### src/rtl/piece_geom_pkg.sv
// Board geometry shared by the stone disc mask logic.
//   SIDE_X_BEGIN / SIDE_Y_BEGIN : pixel position of the row-0 / column-0 intersection
//   GRID_SIZE                   : pixel pitch between intersections
//   RADIUS                      : stone radius in pixels (inclusive)
//   N_CELLS                     : valid cells per axis (indices 0..N_CELLS-1)
//   R2 / R2_IN                  : outer and inner squared radii for the disc and its outline
package piece_geom_pkg;

    localparam int SIDE_X_BEGIN = 102;
    localparam int SIDE_Y_BEGIN = 23;
    localparam int GRID_SIZE    = 31;
    localparam int RADIUS       = 13;
    localparam int N_CELLS      = 15;

    localparam int R2    = RADIUS * RADIUS;
    localparam int R2_IN = (RADIUS - 1) * (RADIUS - 1);

    typedef logic        [9:0]  coord_t;
    typedef logic        [3:0]  cell_t;
    typedef logic signed [11:0] sdelta_t;
    typedef logic        [23:0] dist2_t;

endpackage

### src/rtl/piece_sq_dist.sv
// Squared distance from a scan pixel to the intersection of its board cell.
// Purely combinational.
//   x, y       : scan coordinate
//   row, col   : board cell the pixel falls in (N_CELLS and above = outside board)
//   dist2      : dx*dx + dy*dy, unsigned
//   cell_valid : high when both row and col index a real cell
module piece_sq_dist
    import piece_geom_pkg::*;
(
    input  coord_t x,
    input  coord_t y,
    input  cell_t  row,
    input  cell_t  col,
    output dist2_t dist2,
    output logic   cell_valid
);

    logic        [10:0] cx;
    logic        [10:0] cy;
    sdelta_t            dx;
    sdelta_t            dy;
    logic signed [23:0] dx_w;
    logic signed [23:0] dy_w;
    logic signed [23:0] sq_x;
    logic signed [23:0] sq_y;

    // Centres fit in 11 bits even for the out-of-board index 15 (max 567 / 488).
    assign cx = 11'(SIDE_X_BEGIN) + 11'(col) * 11'(GRID_SIZE);
    assign cy = 11'(SIDE_Y_BEGIN) + 11'(row) * 11'(GRID_SIZE);

    // Zero-extend both operands to 12 bits before subtracting so a pixel left of
    // or above the centre gives a true negative delta instead of wrapping.
    assign dx = sdelta_t'({2'b00, x}) - sdelta_t'({1'b0, cx});
    assign dy = sdelta_t'({2'b00, y}) - sdelta_t'({1'b0, cy});

    assign dx_w = 24'(dx);
    assign dy_w = 24'(dy);
    assign sq_x = dx_w * dx_w;
    assign sq_y = dy_w * dy_w;

    // Squares are non-negative and their sum stays below 2^21, so the unsigned
    // view of the signed products is exact.
    assign dist2 = dist2_t'(sq_x) + dist2_t'(sq_y);

    assign cell_valid = (row < cell_t'(N_CELLS)) && (col < cell_t'(N_CELLS));

endmodule

### src/rtl/piece_disc_mask.sv
// Registered per-pixel stone disc mask for the 15x15 board display.
// The renderer ANDs judge with the occupancy bits to paint stones.
//   clk   : pixel clock
//   rst   : asynchronous, active-high reset
//   x, y  : current scan coordinate
//   row   : cell row (15 = outside board)
//   col   : cell column (15 = outside board)
//   judge : pixel inside the stone disc, one cycle after the inputs
//   ring  : pixel on the 1-2 px outline of the disc (only when PIECE_DISC_RING_EN is defined)
// Build option: define PIECE_DISC_RING_EN to add the ring output.
module piece_disc_mask
    import piece_geom_pkg::*;
(
    input  logic   clk,
    input  logic   rst,
    input  coord_t x,
    input  coord_t y,
    input  cell_t  row,
    input  cell_t  col,
`ifdef PIECE_DISC_RING_EN
    output logic   ring,
`endif
    output logic   judge
);

    dist2_t dist2;
    logic   cell_valid;
    logic   inside_d;
    logic   judge_q;

    piece_sq_dist u_sq_dist (
        .x          (x),
        .y          (y),
        .row        (row),
        .col        (col),
        .dist2      (dist2),
        .cell_valid (cell_valid)
    );

    assign inside_d = cell_valid && (dist2 <= dist2_t'(R2));

    always_ff @(posedge clk or posedge rst) begin
        if (rst) begin
            judge_q <= 1'b0;
        end else begin
            judge_q <= inside_d;
        end
    end

    assign judge = judge_q;

`ifdef PIECE_DISC_RING_EN
    logic ring_d;
    logic ring_q;

    // Outline band: inside the disc but not strictly inside the (RADIUS-1) circle.
    assign ring_d = inside_d && (dist2 >= dist2_t'(R2_IN));

    always_ff @(posedge clk or posedge rst) begin
        if (rst) begin
            ring_q <= 1'b0;
        end else begin
            ring_q <= ring_d;
        end
    end

    assign ring = ring_q;
`endif

endmodule

### config.mk
export PLATFORM = sky130hd
export DESIGN_NAME = piece_disc_mask
export DESIGN_NICKNAME = d
export VERILOG_FILES = /design/src/rtl/piece_geom_pkg.sv /design/src/rtl/piece_sq_dist.sv /design/src/rtl/piece_disc_mask.sv
export SDC_FILE = /design/constraint.sdc
export NUM_CORES = 1
export LEC_CHECK = 0
export ABC_CLOCK_PERIOD_IN_PS = 800
export CAP_MARGIN = 20
export CORE_MARGIN = 3
export CORE_UTILIZATION = 25
export CTS_CLUSTER_SIZE = 25
export DETAILED_ROUTE_END_ITERATION = 8
export GPL_ROUTABILITY_DRIVEN = 0
export GPL_TIMING_DRIVEN = 0
export PLACE_DENSITY = 0.37
export RECOVER_POWER = 50
export SYNTH_ARGS = -nofsm -noshare
export SYNTH_HDL_FRONTEND = slang
export SYNTH_SLANG_ARGS = --single-unit
### constraint.sdc
create_clock -name clk -period 0.8 [get_ports clk]
set_clock_uncertainty 0.15 [all_clocks]
set_input_delay 0.08 -clock clk [delete_from_list [all_inputs] [get_ports clk]]
set_output_delay 0.08 -clock clk [all_outputs]
set_load 0.02 [all_outputs]
==> metrics, run 1 <==
total inserted antenna cells=0; number of instances in the synthesized netlist=1179; worst setup slack after layout=-8.83 ns; Worst Tran Pin Value=0.743 ns; total of endpoints with negative setup slack in the final report=1; critical path required time=0.54 ns; maximum fanout encountered on the critical timing path=8; number of vias per cell after detailed routing=4.07; number of flip-flops in the largest register=1; cell with the most instances on the worst path=fa_1; maximum operating frequency=104 MHz; Tightest Hold Check Type=input pin to asynchronous set/reset pin; number of cell rows=75; Wirelength per Cell=14.4 um; status=finished with violations; share of the synthesized area in the top cell type=0.511; number of hold-repair buffers added at the cts stage=0; largest net degree at the start of global routing=11; final critical path time including I/O delays and setup=9.63 ns; prevailing post-synth register cell=dfrtp_1; Seq cells post-synth=1; aggregate routed wire length=26600 um; Worst Hold Margin=0.212 ns; arrival time worst endpoint=9.36 ns; cell at the slowest stage of the critical path=fa_1; violated checks=negative setup slack; die footprint=46000 um^2; starting utilization of the core area=0.256; share of the cycle needed by the critical path after routing=12.0; Netlist Area Pre-Place=10900 um^2; post-synth net total=1621; Startpoint Class=input pin; # port buffers=30; RSZ-0062 raised after global routing=true; post-synthesis area per instance=9.21 um^2; Slowest Stage Delay on Critical Path=0.57 ns; synth-to-layout area growth=19.6%; global-route wire length before repair=45700 um; Worst Path Class, Setup=input pin to flop; DRT antenna net count=0; fraction of layout instances using a drive strength above 1=0.149; DIE WIDTH=214 um; clock transition time at the flip-flop clock pins of the worst setup and hold paths=0 ns; library cells used by synthesis=60; Core Region=42400 um^2; sequential fraction of the synthesis area=0.00230; dpl hpwl=24000 um; drt first pass iters=4; most frequent cell after synthesis=inv_1; count of flip-flops with a built-in enable after synthesis=0; Synth top cells by count=inv_1 (411), fa_1 (277), ha_1 (135); net count of the finished layout=1709; number of violations reported at the end of detailed-routing iteration 0=230; number of max-capacitance violations reported=0; Max transition margin=0.505; Synthesis Warnings=0; number of filler instances in the final layout=4608; number of top-level pins=31; overall routing resource usage=0.124; kind of capture point of the worst setup path=flop; final hold violation count=0; detailed-route via count=7492; share of async-settable or async-resettable flops after synthesis=1.00; number of remaining DRC errors=0; cell taking the most area after synthesis=fa_1; Die Height=214 um; number of antenna violations at the first check in global routing=1; final-report max-slew violation count=0; number of global-route vias before repair=8575; largest cells by area after synthesis=fa_1 (51%), ha_1 (16%), inv_1 (14%); total overflow reported by the global router=0
-- metal layers --
| metal | GRT usage | part of all wire |
|---|---|---|
| met1 | 0.174 | 0.47 |
| met2 | 0.228 | 0.51 |
| met3 | 0.00383 | 0.018 |
| met4 | 0 | 0 |
| met5 | 0 | 0 |
-- worst max-delay path: cells and delay by family --
family                   cells  cell delay, ns
buffers and inverters        9            0.74
adder cells (fa/ha/maj)     13            5.62
XOR/XNOR                     1            0.23
multiplexers                 1            0.34
AND/OR/NAND/NOR              6            1.24
AO/OA/AOI/OAI                6            1.09
-- placed cells by master (no fill, tap or decap), types with 9 or more instances in the layout --
master           netlist  routed
a21oi_1               23      18
xnor2_1               24      16
nand2_1               72      64
a21o_1                10       9
o21ai_0               16      13
buf_4                  0      51
and2_1                20      20
ha_4                   0      16
o21bai_1               9       9
inv_2                  0      24
clkdlybuf4s50_1        0      16
nor2b_1               10       9
inv_1                411     382
fa_2                   0      15
nand2b_1              12      12
clkbuf_1              12       9
ha_1                 135     117
nor2_1                66      58
fa_1                 277     262
-- cell families (layout without fill, tap and decap cells) --
| kind of cell | count (synthesis) | in the layout | synth area share |
|---|---|---|---|
| mux | 3 | 3 | 0.00323 |
| xor+xnor | 33 | 33 | 0.0266 |
| fa+ha+maj | 412 | 412 | 0.666 |
| compound gates | 94 | 94 | 0.0623 |
| buf+inv | 428 | 514 | 0.149 |
| simple gates | 208 | 208 | 0.0903 |
| flops | 1 | 1 | 0.00230 |
-- metrics by stage --
step	cell area (um^2)	util	TNS (ns)	cells	setup WS (ns)
after floorplan	11000	-	-8.23	1179	-8.23
after global placement	12100	0.284	-10.51	1786	-10.19
after detailed placement	12100	0.284	-10.53	1786	-10.21
after CTS	13000	0.306	-8.93	1842	-8.93
after global routing	13000	0.306	-9.30	1842	-9.30
final	13000	0.306	-8.83	1842	-8.83
-- path summary, 6_finish.rpt --
check / depth (start not counted) / end / start / slack, ns
max: 36 / judge$_DFF_PP0_ / row[0] / -8.83
min: 2 / judge$_DFF_PP0_ / rst / 0.21
max in group asynchronous: 2 / judge$_DFF_PP0_ / rst / 0.20
min in group clk: 1 / judge / judge$_DFF_PP0_ / 0.38
-- timing repair --
item | CTS | global route
pin swaps | 91 | 1
setup endpoints to repair | 2 | 1
gates cloned | 1 | 0
gates resized for setup | 160 | 3
buffers inserted | 56 | 0
-- final cells by class --
| type | instances | area, um^2 | share of cell area |
|---|---|---|---|
| multi-input cells | 750 | 9780 | 0.753 |
| inverters | 412 | 1570 | 0.121 |
| repair buffers | 86 | 769 | 0.0593 |
| well taps | 577 | 722 | 0.0556 |
| plain buffers | 16 | 118 | 0.00906 |
| flip-flops and latches | 1 | 25.0 | 0.00193 |
Power of run 1 is left out: the tool's default activity adds up to more than one toggle a clock period on the data nets, which glitch-free logic cannot reach.
==> run 2: changes to the inputs <==
Settings changed: GPL_ROUTABILITY_DRIVEN 0 to 1.
==> results of run 2 <==
Same layout as run 1: the final DEF is identical, and so are final timing and power.
Power of run 2 is left out for the same reason.
